<file path="src/rtl/soc_bus_pkg.sv">
// soc_bus_pkg: shared state encoding and defaults for the peripheral bus decoder.
package soc_bus_pkg;
  typedef logic [1:0] state_t;
  localparam state_t ST_IDLE = 2'd0;
  localparam state_t ST_WAIT = 2'd1;
  localparam state_t ST_ERR  = 2'd2;
  localparam logic [31:0] ERR_DATA_DEF  = 32'h6666_6666;
  localparam logic [15:0] BASE_PAGE_DEF = 16'h0040;
  localparam int WINDOW_PAGES = 16;
endpackage

</file>
<file path="src/rtl/bus_timeout_counter.sv">
// bus_timeout_counter: counts WAIT cycles, flags the last allowed one.
// Only built with BUS_TIMEOUT_EN defined, the sole configuration that instantiates it.
`ifdef BUS_TIMEOUT_EN
module bus_timeout_counter #(
  parameter int LIMIT = 15
) (
  input  logic clk,
  input  logic resetn,
  input  logic clear,
  input  logic en,
  output logic expired
);
  localparam int CW = $clog2(LIMIT + 1);
  logic [CW-1:0] count_q, count_d;
  always_comb count_d = clear ? '0 : en ? count_q + CW'(1) : count_q;
  always_ff @(posedge clk or negedge resetn) begin
    if (!resetn) count_q <= '0;
    else count_q <= count_d;
  end
  assign expired = en && count_q == CW'(LIMIT - 1);
endmodule
`endif

</file>
<file path="src/rtl/periph_bus_decoder.sv">
// periph_bus_decoder: page decoder with IDLE/WAIT/ERR handshake to N_SLAVES slaves.
// Define BUS_TIMEOUT_EN to abort WAIT into ERR after TIMEOUT_CYCLES cycles.
module periph_bus_decoder
  import soc_bus_pkg::*;
#(
  parameter int          N_SLAVES       = 6,
  parameter logic [15:0] BASE_PAGE      = BASE_PAGE_DEF,
  parameter int          TIMEOUT_CYCLES = 15,
  parameter logic [31:0] ERR_DATA       = ERR_DATA_DEF
) (
  input  logic                  clk,
  input  logic                  resetn,
  input  logic [31:0]           mem_addr,
  input  logic [31:0]           mem_wdata,
  input  logic [3:0]            mem_wmask,
  input  logic                  mem_rstrb,
  output logic [31:0]           mem_rdata,
  output logic                  mem_rbusy,
  output logic                  mem_wbusy,
  output logic [N_SLAVES-1:0]   s_cs,
  output logic                  s_rd,
  output logic                  s_wr,
  output logic [3:0]            s_wmask,
  input  logic [N_SLAVES*32-1:0] s_rdata,
  input  logic [N_SLAVES-1:0]   s_ready,
  output logic                  err_flag,
  output logic [31:0]           err_addr,
  input  logic                  err_clr
);
  localparam int SW = $clog2(N_SLAVES);
  state_t state_q, state_d;
  logic [SW-1:0] slot_q, slot_d, dec_slot;
  logic [31:0] addr_q, addr_d, rdata_q, rdata_d, err_addr_q, err_addr_d;
  logic [3:0] wmask_q, wmask_d;
  logic rd_q, rd_d, wr_q, wr_d, err_flag_q, err_flag_d;
  logic [15:0] page, off;
  logic in_win, dec_mapped, is_wr, req, in_idle, in_wait, sel_ready, expired, err_set;
  logic [N_SLAVES-1:0][31:0] rdata_v;
  logic unused_wdata;
  assign unused_wdata = ^mem_wdata;
  assign rdata_v = s_rdata;
  assign page = mem_addr[31:16];
  assign off = page - BASE_PAGE;
  assign in_win = page >= BASE_PAGE && off < 16'(WINDOW_PAGES);
  assign dec_mapped = !in_win || off < 16'(N_SLAVES - 1);
  assign dec_slot = in_win ? SW'(off) + SW'(1) : '0;
  assign is_wr = |mem_wmask;
  assign req = mem_rstrb | is_wr;
  assign in_idle = state_q == ST_IDLE;
  assign in_wait = state_q == ST_WAIT;
  assign sel_ready = s_ready[slot_q];
`ifdef BUS_TIMEOUT_EN
  bus_timeout_counter #(.LIMIT(TIMEOUT_CYCLES)) u_timeout (
    .clk(clk), .resetn(resetn), .clear(!in_wait), .en(in_wait), .expired(expired)
  );
`else
  logic unused_timeout;
  assign unused_timeout = TIMEOUT_CYCLES != 0;
  assign expired = 1'b0;
`endif
  always_comb begin
    state_d = state_q;
    slot_d = slot_q;
    addr_d = addr_q;
    wmask_d = wmask_q;
    rd_d = rd_q;
    wr_d = wr_q;
    rdata_d = rdata_q;
    err_addr_d = err_addr_q;
    err_set = 1'b0;
    if (in_idle && req) begin
      addr_d = mem_addr;
      wmask_d = mem_wmask;
      wr_d = is_wr;
      rd_d = !is_wr;
      slot_d = dec_slot;
      state_d = dec_mapped ? ST_WAIT : ST_ERR;
      err_set = !dec_mapped;
    end else if (in_wait) begin
      state_d = sel_ready ? ST_IDLE : expired ? ST_ERR : ST_WAIT;
      rdata_d = sel_ready && rd_q ? rdata_v[slot_q] : rdata_q;
      err_set = !sel_ready && expired;
    end else if (!in_idle) begin
      state_d = ST_IDLE;
    end
    // Error data and address land on the edge entering ERR, set beats clear.
    rdata_d = err_set ? ERR_DATA : rdata_d;
    err_addr_d = err_set ? addr_d : err_addr_q;
    err_flag_d = err_set | (err_flag_q & !err_clr);
  end
  always_ff @(posedge clk or negedge resetn) begin
    if (!resetn) begin
      state_q <= ST_IDLE;
      slot_q <= '0;
      addr_q <= '0;
      wmask_q <= '0;
      rd_q <= 1'b0;
      wr_q <= 1'b0;
      rdata_q <= '0;
      err_addr_q <= '0;
      err_flag_q <= 1'b0;
    end else begin
      state_q <= state_d;
      slot_q <= slot_d;
      addr_q <= addr_d;
      wmask_q <= wmask_d;
      rd_q <= rd_d;
      wr_q <= wr_d;
      rdata_q <= rdata_d;
      err_addr_q <= err_addr_d;
      err_flag_q <= err_flag_d;
    end
  end
  assign s_cs = in_wait ? N_SLAVES'(1) << slot_q : '0;
  assign s_rd = in_wait & rd_q;
  assign s_wr = in_wait & wr_q;
  assign s_wmask = in_wait ? wmask_q : 4'h0;
  assign mem_wbusy = resetn & (in_idle ? is_wr : wr_q);
  assign mem_rbusy = resetn & (in_idle ? mem_rstrb & !is_wr : rd_q);
  assign mem_rdata = rdata_q;
  assign err_flag = err_flag_q;
  assign err_addr = err_addr_q;
endmodule

</file>
<file path="config.mk">
export PLATFORM = sky130hd
export DESIGN_NAME = periph_bus_decoder
export DESIGN_NICKNAME = d
export VERILOG_FILES = /design/src/rtl/soc_bus_pkg.sv /design/src/rtl/bus_timeout_counter.sv /design/src/rtl/periph_bus_decoder.sv
export SDC_FILE = /design/constraint.sdc
export NUM_CORES = 1
export LEC_CHECK = 0
export BUFFER_PORTS_ARGS = -buffer_cell sky130_fd_sc_hd__buf_2
export CORE_AREA = 3 3 135 137
export DETAILED_ROUTE_END_ITERATION = 12
export DIE_AREA = 0 0 138 140
export GPL_TIMING_DRIVEN = 1
export PLACE_DENSITY = 0.75
export SYNTH_ARGS = -nofsm -noshare
export SYNTH_HDL_FRONTEND = slang
export SYNTH_SLANG_ARGS = --single-unit
</file>
<file path="constraint.sdc">
create_clock -name clk -period 2.3 [get_ports clk]
set_input_delay 0.46 -clock clk [delete_from_list [all_inputs] [get_ports clk]]
set_output_delay 0.46 -clock clk [all_outputs]
set_load 0.1 [all_outputs]
</file>
==> results.sh, run 1 <==
export IMPL_hold_viol=0
export IMPL_avgRoutedWirePerCell_um=20.0
export IMPL_synth_fa_ha_area_frac=0.00686
export IMPL_grt_pass1_vias=5164
export IMPL_rsz0062_at_grt="no"
export IMPL_cp_data_arrival_time_ps=1720
export IMPL_placeableCoreArea_um2=17200
export IMPL_crit_family="buffers and inverters"
export IMPL_crit_path_end_kind="output port"
export IMPL_num_vias=4976
export IMPL_synth_cells=442
export IMPL_fin_worst_skew_ps=11.6
export IMPL_grt_use_total=0.197
export IMPL_grt_max_degree=53
export IMPL_clockBufferDepth=2
export IMPL_synth_fp_nets=715
export IMPL_area_delta_synth_final_pct=43.9
export IMPL_max_slew_margin=0.566
export IMPL_synth_xor_xnor_area_share=0.00160
export IMPL_avgSynthCellArea_um2=12.4
export IMPL_overflow=0
export IMPL_synth_compound_area_frac=0.0997
export IMPL_multi_input_comb_area_um2=2890
export IMPL_drt_first_pass_iters=4
export IMPL_slew_violations=0
export IMPL_synth_edf_count=0
export IMPL_routed_wl_mm=19.8
export IMPL_antenna_found_initial=5
export IMPL_synthArstFlopShare=1.00
export IMPL_path_class="reg2out"
export IMPL_synth_top_family_by_area="multiplexers"
export IMPL_fmax_mhz=458
export IMPL_path_clk_slew_ps=70
export IMPL_die_area_um2=19300
export IMPL_synthSimpleGateAreaFrac=0.0894
export IMPL_synth_distinct_cells=39
export IMPL_dp_cells=969
export IMPL_nets=1029
export IMPL_tightest_slew_ps=652
export IMPL_cts_tree="built"
export IMPL_pin_count=349
export IMPL_netlist_area_um2=5470
export IMPL_fillers=1635
export IMPL_cts_made_buffers=9
export IMPL_yosysTopAreaCell="dfrtp_1"
export IMPL_start_util=0.319
export IMPL_drt_first_iter_violations=211
export IMPL_grt_pass1_wl_mm=29.9
export IMPL_p_leak_nw=3.89
export IMPL_die_w_um=138
export IMPL_status="finished, final reports clean"
export IMPL_synth_seq_cells=96
export IMPL_post_route_period_util=0.949
export IMPL_cp_slowest_stage_delay_ps=410
export IMPL_crit_required_ps=1840
export IMPL_hp_class="in2reg"
export IMPL_die_y_um=140
export IMPL_crit_chain="buf_4 -> nor2b_1 -> nor3b_4 -> buf_12"
export IMPL_dp_hpwl_mm=15.8
export IMPL_clkSinkCount=96
export IMPL_htree_levels=3
export IMPL_crit_path_max_fanout=20
export IMPL_regArea_um2=2410
export IMPL_portBuffers=316
export IMPL_ys_seq_area_frac=0.439
export IMPL_place_gp_congestion=0.950
export IMPL_synth_top_area_share=0.439
export IMPL_cp_slowest_cell="dfrtp_2"
export IMPL_cap_violations=0
export IMPL_synth_most_common_cell="dfrtp_1"
export IMPL_totalPowerFinal_mw=8.55
export IMPL_synth_flop_cell="dfrtp_1"
export IMPL_drcViolationCount=0
export IMPL_root_buffer="clkbuf_16"
export IMPL_yosysWarnings=0
export IMPL_row_count=48
export IMPL_antenna_left=0
export IMPL_post_cts_setup_buffers=0
export IMPL_min_period_ps=2180
export IMPL_p_per_area_nw_per_um2=1090
export IMPL_synthTopCellsByArea="dfrtp_1 44%, mux4_2 13%, mux2i_1 9.1%, mux2_4 4.9%, mux2_2 4.7%"
export IMPL_drive_above_1_share=0.608
export IMPL_start_kind="register"
export IMPL_whs_ps=293
export IMPL_synth_common_cells="96 x dfrtp_1, 50 x mux2i_1, 35 x a21oi_1"
export IMPL_cp_num_buf_inv=2
export IMPL_vias_per_cell=5.03
export IMPL_worst_ir_drop_vdd_mv=0.746
export IMPL_synth_mux_area_frac=0.320
export IMPL_finalNonFillerCells=989
export IMPL_setup_violations=0
export IMPL_ctsResizeCount=0
export IMPL_clock_latency_ps=340
## state kept, by name, summed over array words and instances (netlist names)
register   cells
addr_q        20
state_q        2
wmask_q        4
slot_q         3
err_flag       1
err_addr      32
wr_q           1
mem_rdata     32
rd_q           1
## kinds of logic (layout without fill, tap and decap cells)
family | count (synthesis) | in the layout
flip-flops | 96 | 96
multiplexers | 123 | 123
AND/OR/NAND/NOR | 92 | 92
buffers and inverters | 47 | 365
other | 0 | 4
AO/OA/AOI/OAI | 80 | 80
adder cells (fa/ha/maj) | 3 | 3
XOR/XNOR | 1 | 1
## placed cells by master, fill, tap and decap left out, types with 18 or more instances in the layout
master   netlist  final
mux4_2        32     32
nor4_1        18     18
dfrtp_1       96     94
buf_2         14    306
a21oi_1       35     35
mux2i_1       50     50
mux2_4        18     18
buf_4          6     24
nand2_1       21     21
mux2_2        23     23
## per-layer routing
layer  share of wire  wire, um  global-route usage  vias up
met2            0.49      9720               0.327      218
met1            0.40      7890               0.244     2449
met5         0.00051        10                   0        -
met3           0.086      1700              0.0649       32
met4           0.024       481              0.0676        2
li1                -         -                   -     2275
## layout make-up
cell class              count  area share
flip-flops and latches     96       0.306
clock inverters             4     0.00668
well taps                 225      0.0358
clock buffers              11      0.0308
repair buffers            343       0.249
diodes                      4     0.00127
multi-input cells         299       0.367
inverters                   7     0.00334
## report_power, final
part           total [mW]  switching (mW)  internal (mW)
registers            2.42           0.223           2.20
logic                4.62            3.47           1.15
clock network        1.51           0.638          0.874
## worst paths after layout
kind / slack [ps] / depth (start not counted) / start / end
min in group asynchronous: 510 / 2 / resetn / err_addr[14]
hold / removal: 290 / 2 / err_clr / err_flag
setup / recovery: 120 / 4 / slot_q[1] / s_cs[2]
hold reg to reg: 460 / 2 / wmask_q[1] / wmask_q[1]
max in group asynchronous: 910 / 3 / resetn / mem_rdata[16]
setup reg to reg: 270 / 5 / slot_q[0] / mem_rdata[12]
## per-stage QoR
stage	utilization	setup WS (ps)	cell area (um^2)	TNS [ps]
after global placement	0.440	-16.2	7560	-53.3
final	0.458	117	7870	0
after detailed placement	0.440	-16.2	7560	-194
after CTS	0.458	88.0	7860	0
after global routing	0.458	13.3	7870	0
after floorplan	-	-296	5540	-296
## repair_timing
item,in CTS,in global routing
hold endpoints to repair,4,0
setup endpoints to repair,0,0
hold buffers,1,0
Note: power is estimated with default switching activity, not from simulation.
==> run 2, diff against run 1 <==
--- a/config.mk
+++ b/config.mk
@@ -10,7 +10,7 @@
 export DETAILED_ROUTE_END_ITERATION = 12
 export DIE_AREA = 0 0 138 140
 export GPL_TIMING_DRIVEN = 1
-export PLACE_DENSITY = 0.75
+export PLACE_DENSITY_LB_ADDON = 0.25
 export SYNTH_ARGS = -nofsm -noshare
 export SYNTH_HDL_FRONTEND = slang
 export SYNTH_SLANG_ARGS = --single-unit
==> results.sh, run 2 (synthesis results as in run 1) <==
export IMPL_r2r_setup_slack_ps=300
export IMPL_grt_pass1_vias=5329
export IMPL_pin_count=349
export IMPL_area_delta_synth_final_pct=43.4
export IMPL_cts_made_buffers=9
export IMPL_whs_endpoint="err_flag"
export IMPL_p_per_area_nw_per_um2=1090
export IMPL_reg2reg_depth=5
export IMPL_fmax_mhz=467
export IMPL_fillers=1648
export IMPL_finalNonFillerCells=983
export IMPL_worst_slack_ps=159
export IMPL_finish_utilization=0.457
export IMPL_whs_ps=287
export IMPL_min_period_ps=2140
export IMPL_htree_levels=3
export IMPL_rr_startpoint="slot_q[0]"
export IMPL_timing_rr_end="mem_rdata[15]"
export IMPL_antenna_found_initial=0
export IMPL_hold_viol=0
export IMPL_hp_start="err_clr"
export IMPL_final_area_um2=7850
export IMPL_drive_above_1_share=0.607
export IMPL_antenna_left=0
export IMPL_die_area_um2=19300
export IMPL_die_w_um=138
export IMPL_vias_per_cell=5.00
export IMPL_crit_required_ps=1840
export IMPL_dpl_cell_area_um2=7550
export IMPL_grt_pass1_wl_mm=30.5
export IMPL_antenna_cells=0
export IMPL_clkSinkCount=96
export IMPL_clock_latency_ps=350
export IMPL_nets=1026
export IMPL_clockBufferDepth=2
export IMPL_row_count=48
export IMPL_post_route_period_util=0.931
export IMPL_tns_ps=0
export IMPL_num_vias=4912
export IMPL_mostFrequentLayoutCells="306 x buf_2, 94 x dfrtp_1, 50 x mux2i_1"
export IMPL_die_y_um=140
export IMPL_overflow=0
export IMPL_root_buffer="clkbuf_16"
export IMPL_grt_use_total=0.199
export IMPL_drt_first_iter_violations=157
export IMPL_path_class="reg2out"
export IMPL_portBuffers=316
export IMPL_post_cts_setup_buffers=0
export IMPL_routed_wl_mm=19.5
export IMPL_cts_tree="built"
export IMPL_layout_commonest_cell="buf_2"
export IMPL_rsz0062_at_grt="no"
export IMPL_worst_ir_drop_vdd_mv=0.688
export IMPL_fin_worst_skew_ps=7.81
export IMPL_tightest_slew_ps=648
export IMPL_status="finished, final reports clean"
export IMPL_drt_first_pass_iters=6
export IMPL_max_slew_margin=0.567
export IMPL_crit_path_end_kind="output port"
export IMPL_path_clk_slew_ps=70
export IMPL_grt_max_degree=52
export IMPL_dp_cells=966
export IMPL_avgRoutedWirePerCell_um=19.9
export IMPL_dp_hpwl_mm=15.5
export IMPL_p_leak_nw=3.88
export IMPL_hp_class="in2reg"
export IMPL_place_gp_congestion=0.909
export IMPL_post_place_ws_ps=-60.7
export IMPL_cp_data_arrival_time_ps=1680
export IMPL_slew_violations=0
export IMPL_whs_path_depth=2
export IMPL_start_kind="register"
export IMPL_drcViolationCount=0
export IMPL_crit_path_max_fanout=17
export IMPL_totalPowerFinal_mw=8.53
export IMPL_setup_violations=0
export IMPL_start_util=0.319
export IMPL_placeableCoreArea_um2=17200
export IMPL_cap_violations=0
## run 2: area by class of cell
cell class / count / area [um^2] / share of cell area
multi-input cells: 299 / 2890 / 0.368
flip-flops and latches: 96 / 2410 / 0.307
repair buffers: 340 / 1950 / 0.249
well taps: 225 / 282 / 0.0359
clock buffers: 10 / 239 / 0.0305
clock inverters: 6 / 51.3 / 0.00654
inverters: 7 / 26.3 / 0.00335
## run 2: per-layer routing
metal  GRT usage  vias to the layer above  part of all wire
met5           0                        -                 0
met1       0.247                     2399              0.41
met2       0.333                      217              0.49
met3      0.0758                       21             0.087
li1            -                     2275                 -
met4      0.0437                        0             0.017
## run 2: power breakdown
part / switching [mW] / total [mW] / leakage [nW] / internal (mW)
registers: 0.223 / 2.42 / 1.22 / 2.20
clock network: 0.679 / 1.46 / 0.145 / 0.778
logic: 3.51 / 4.66 / 2.51 / 1.15
total: 4.41 / 8.53 / 3.88 / 4.12
## run 2: critical path, cell delays in order, from the launching register on
cell and delay [ps]:
dfrtp_1 420, nor2b_1 150, buf_4 160, nand2_1 90, buf_4 230, inv_1 100, buf_12 170
## run 2: how the worst max path moves through the flow
stage | startpoint | end | slack (ps) | cells after the start
6_report | state_q[0] | s_rd | 160 | 6
3_3_place_gp | mem_wmask[1] | err_addr[16] | -4 | 6
5_1_grt | state_q[0] | s_rd | 70 | 6
4_1_cts | mem_wmask[1] | mem_rbusy | 110 | 5
2_1_floorplan | slot_q[1] | s_cs[2] | -300 | 5
3_5_place_dp | mem_wmask[1] | err_addr[10] | -60 | 6
## run 2: timing repair
item,in CTS,in global routing
hold endpoints to repair,4,0
resized for setup,0,1
endpoints found under the setup margin,0,1
hold buffers,1,0
==> run 3, diff against run 2 <==
--- a/config.mk
+++ b/config.mk
@@ -5,6 +5,7 @@
 export SDC_FILE = /design/constraint.sdc
 export NUM_CORES = 1
 export LEC_CHECK = 0
+export ABC_AREA = 1
 export BUFFER_PORTS_ARGS = -buffer_cell sky130_fd_sc_hd__buf_2
 export CORE_AREA = 3 3 135 137
 export DETAILED_ROUTE_END_ITERATION = 12
==> results.sh, run 3 <==
export IMPL_synth_cells=929
export IMPL_whs_ps=188
export IMPL_synth_top_area_share=0.399
export IMPL_worst_slack_ps=140
export IMPL_grt_use_total=0.211
export IMPL_finalNonFillerCells=1446
export IMPL_yosysTopAreaCell="dfrtp_1"
export IMPL_place_gp_congestion=0.928
export IMPL_p_per_area_nw_per_um2=426
export IMPL_ys_seq_area_frac=0.399
export IMPL_mostFrequentLayoutCells="387 x nand2_1, 306 x buf_2, 109 x nor2_1"
export IMPL_crit_path_end_kind="output port"
export IMPL_cts_hold_buffers=0
export IMPL_grt_pass1_vias=6257
export IMPL_max_slew_margin=0.648
export IMPL_die_y_um=140
export IMPL_die_area_um2=19300
export IMPL_synth_seq_cells=96
export IMPL_avgSynthCellArea_um2=6.49
export IMPL_dp_cells=1429
export IMPL_cp_data_arrival_time_ps=1700
export IMPL_path_clk_slew_ps=60
export IMPL_area_delta_synth_final_pct=36.2
export IMPL_synth_common_cells="387 x nand2_1, 114 x nor2_1, 98 x nand3_1"
export IMPL_cap_violations=0
export IMPL_final_area_um2=8210
export IMPL_overflow=0
export IMPL_start_util=0.351
export IMPL_antenna_found_initial=2
export IMPL_post_place_ws_ps=393
export IMPL_netlist_area_um2=6030
export IMPL_synth_most_common_cell="nand2_1"
export IMPL_hp_class="in2async"
export IMPL_pin_count=349
export IMPL_rsz0062_at_grt="no"
export IMPL_synthTopCellsByArea="dfrtp_1 40%, nand2_1 24%, nand3_1 8.1%, nor2_1 7.1%, inv_1 4.6%"
export IMPL_clock_latency_ps=330
export IMPL_vias_per_cell=4.63
export IMPL_post_route_period_util=0.939
export IMPL_portBuffers=316
export IMPL_path_class="reg2out"
export IMPL_tightest_slew_ps=531
export IMPL_htree_levels=3
export IMPL_dp_hpwl_mm=16.1
export IMPL_finish_utilization=0.478
export IMPL_row_count=48
export IMPL_synth_fp_nets=1202
export IMPL_dpl_cell_area_um2=7920
export IMPL_cts_tree="built"
export IMPL_setup_violations=0
export IMPL_synthArstFlopShare=1.00
export IMPL_antenna_left=0
export IMPL_crit_required_ps=1840
export IMPL_critPathLaunch="state_q[0]"
export IMPL_status="finished, final reports clean"
export IMPL_synth_distinct_cells=29
export IMPL_routed_wl_mm=21.4
export IMPL_layout_commonest_cell="nand2_1"
export IMPL_fin_worst_skew_ps=5.77
export IMPL_grt_max_degree=97
export IMPL_drt_first_iter_violations=369
export IMPL_worst_ir_drop_vdd_mv=0.325
export IMPL_start_kind="register"
export IMPL_avgRoutedWirePerCell_um=14.8
export IMPL_fillers=1845
export IMPL_p_leak_nw=4.89
export IMPL_clockBufferDepth=2
export IMPL_nets=1488
export IMPL_placeableCoreArea_um2=17200
export IMPL_yosysWarnings=0
export IMPL_num_vias=6688
export IMPL_synth_flop_cell="dfrtp_1"
export IMPL_hold_viol=0
export IMPL_drt_first_pass_iters=5
export IMPL_fmax_mhz=463
export IMPL_cts_made_buffers=9
export IMPL_clkSinkCount=96
export IMPL_root_buffer="clkbuf_16"
export IMPL_slew_violations=0
export IMPL_grt_pass1_wl_mm=33.6
export IMPL_min_period_ps=2160
export IMPL_drive_above_1_share=0.311
export IMPL_die_w_um=138
export IMPL_crit_path_max_fanout=3
export IMPL_rr_startpoint="slot_q[1]"
export IMPL_synth_edf_count=0
export IMPL_drcViolationCount=0
run 3: changes by cell type after synthesis, sizes merged, moves of 32 or more:
cell   before  now
nand2      22  390
nand3       0  101
nor2       19  118
inv         7   79
mux2i      50    0
mux2       41    0
mux4       32    0
run 3: critical path: stages (launching register included):
cell and delay (ps):
dfrtp_1 410, nor2_2 200, inv_1 120, nor2_1 180, nand2_1 110, a21oi_4 150, buf_12 190
run 3: repair_timing:
item | 4_1_cts | 5_1_grt
buffers inserted | 0 | 0
resized for setup | 0 | 1
endpoints found under the setup margin | 0 | 1
endpoints found under the hold margin | 0 | 0
run 3: kinds of logic (layout without fill, tap and decap cells):
family	count (synthesis)	after routing	synth area share
other	0	1	0
xor gates and xnor gates	1	1	0.00145
adders and majority gates	3	3	0.00623
and+or+nand+nor	633	633	0.433
DFF	96	96	0.399
buffers and inverters	140	431	0.112
AOI/OAI and AO/OA	56	56	0.0484
run 3: final timing paths:
kind,endpoint,slack [ps],depth (start not counted)
max,mem_rbusy,140,6
min,addr_q[1],190,2
max reg2reg,mem_rdata[19],380,6
min reg2reg,err_addr[5],470,2
max in group asynchronous,slot_q[0],1720,2
min in group clk,err_flag,310,2
run 3: power by group:
group	switching, mW	internal (mW)
clock network	0.603	0.843
logic	0.165	0.195
registers	0.000259	1.69
total	0.769	2.73
run 3: layer usage:
layer	routed length, um	GRT usage
met5	13	0
met4	174	0.0317
met3	1840	0.0584
met2	10200	0.350
met1	9150	0.282
run 3: metrics by stage:
step | power [mW] | TNS [ps]
after floorplan | 1.82 | -1620
after global placement | 2.08 | 0
after detailed placement | 2.08 | 0
after CTS | 3.54 | 0
after global routing | 3.64 | 0
final | 3.50 | 0
run 3: final cells by class:
cell class                      instances  area, um^2  share of cell area
Timing Repair Buffer                  336        1920               0.234
Sequential cell                        96        2400               0.293
Clock buffer                           13         240              0.0293
Inverter                               79         299              0.0364
Clock inverter                          3        42.5             0.00518
Tap cell                              225         282              0.0343
Multi-Input combinational cell        693        3020               0.368
Antenna cell                            1        2.50            0.000305
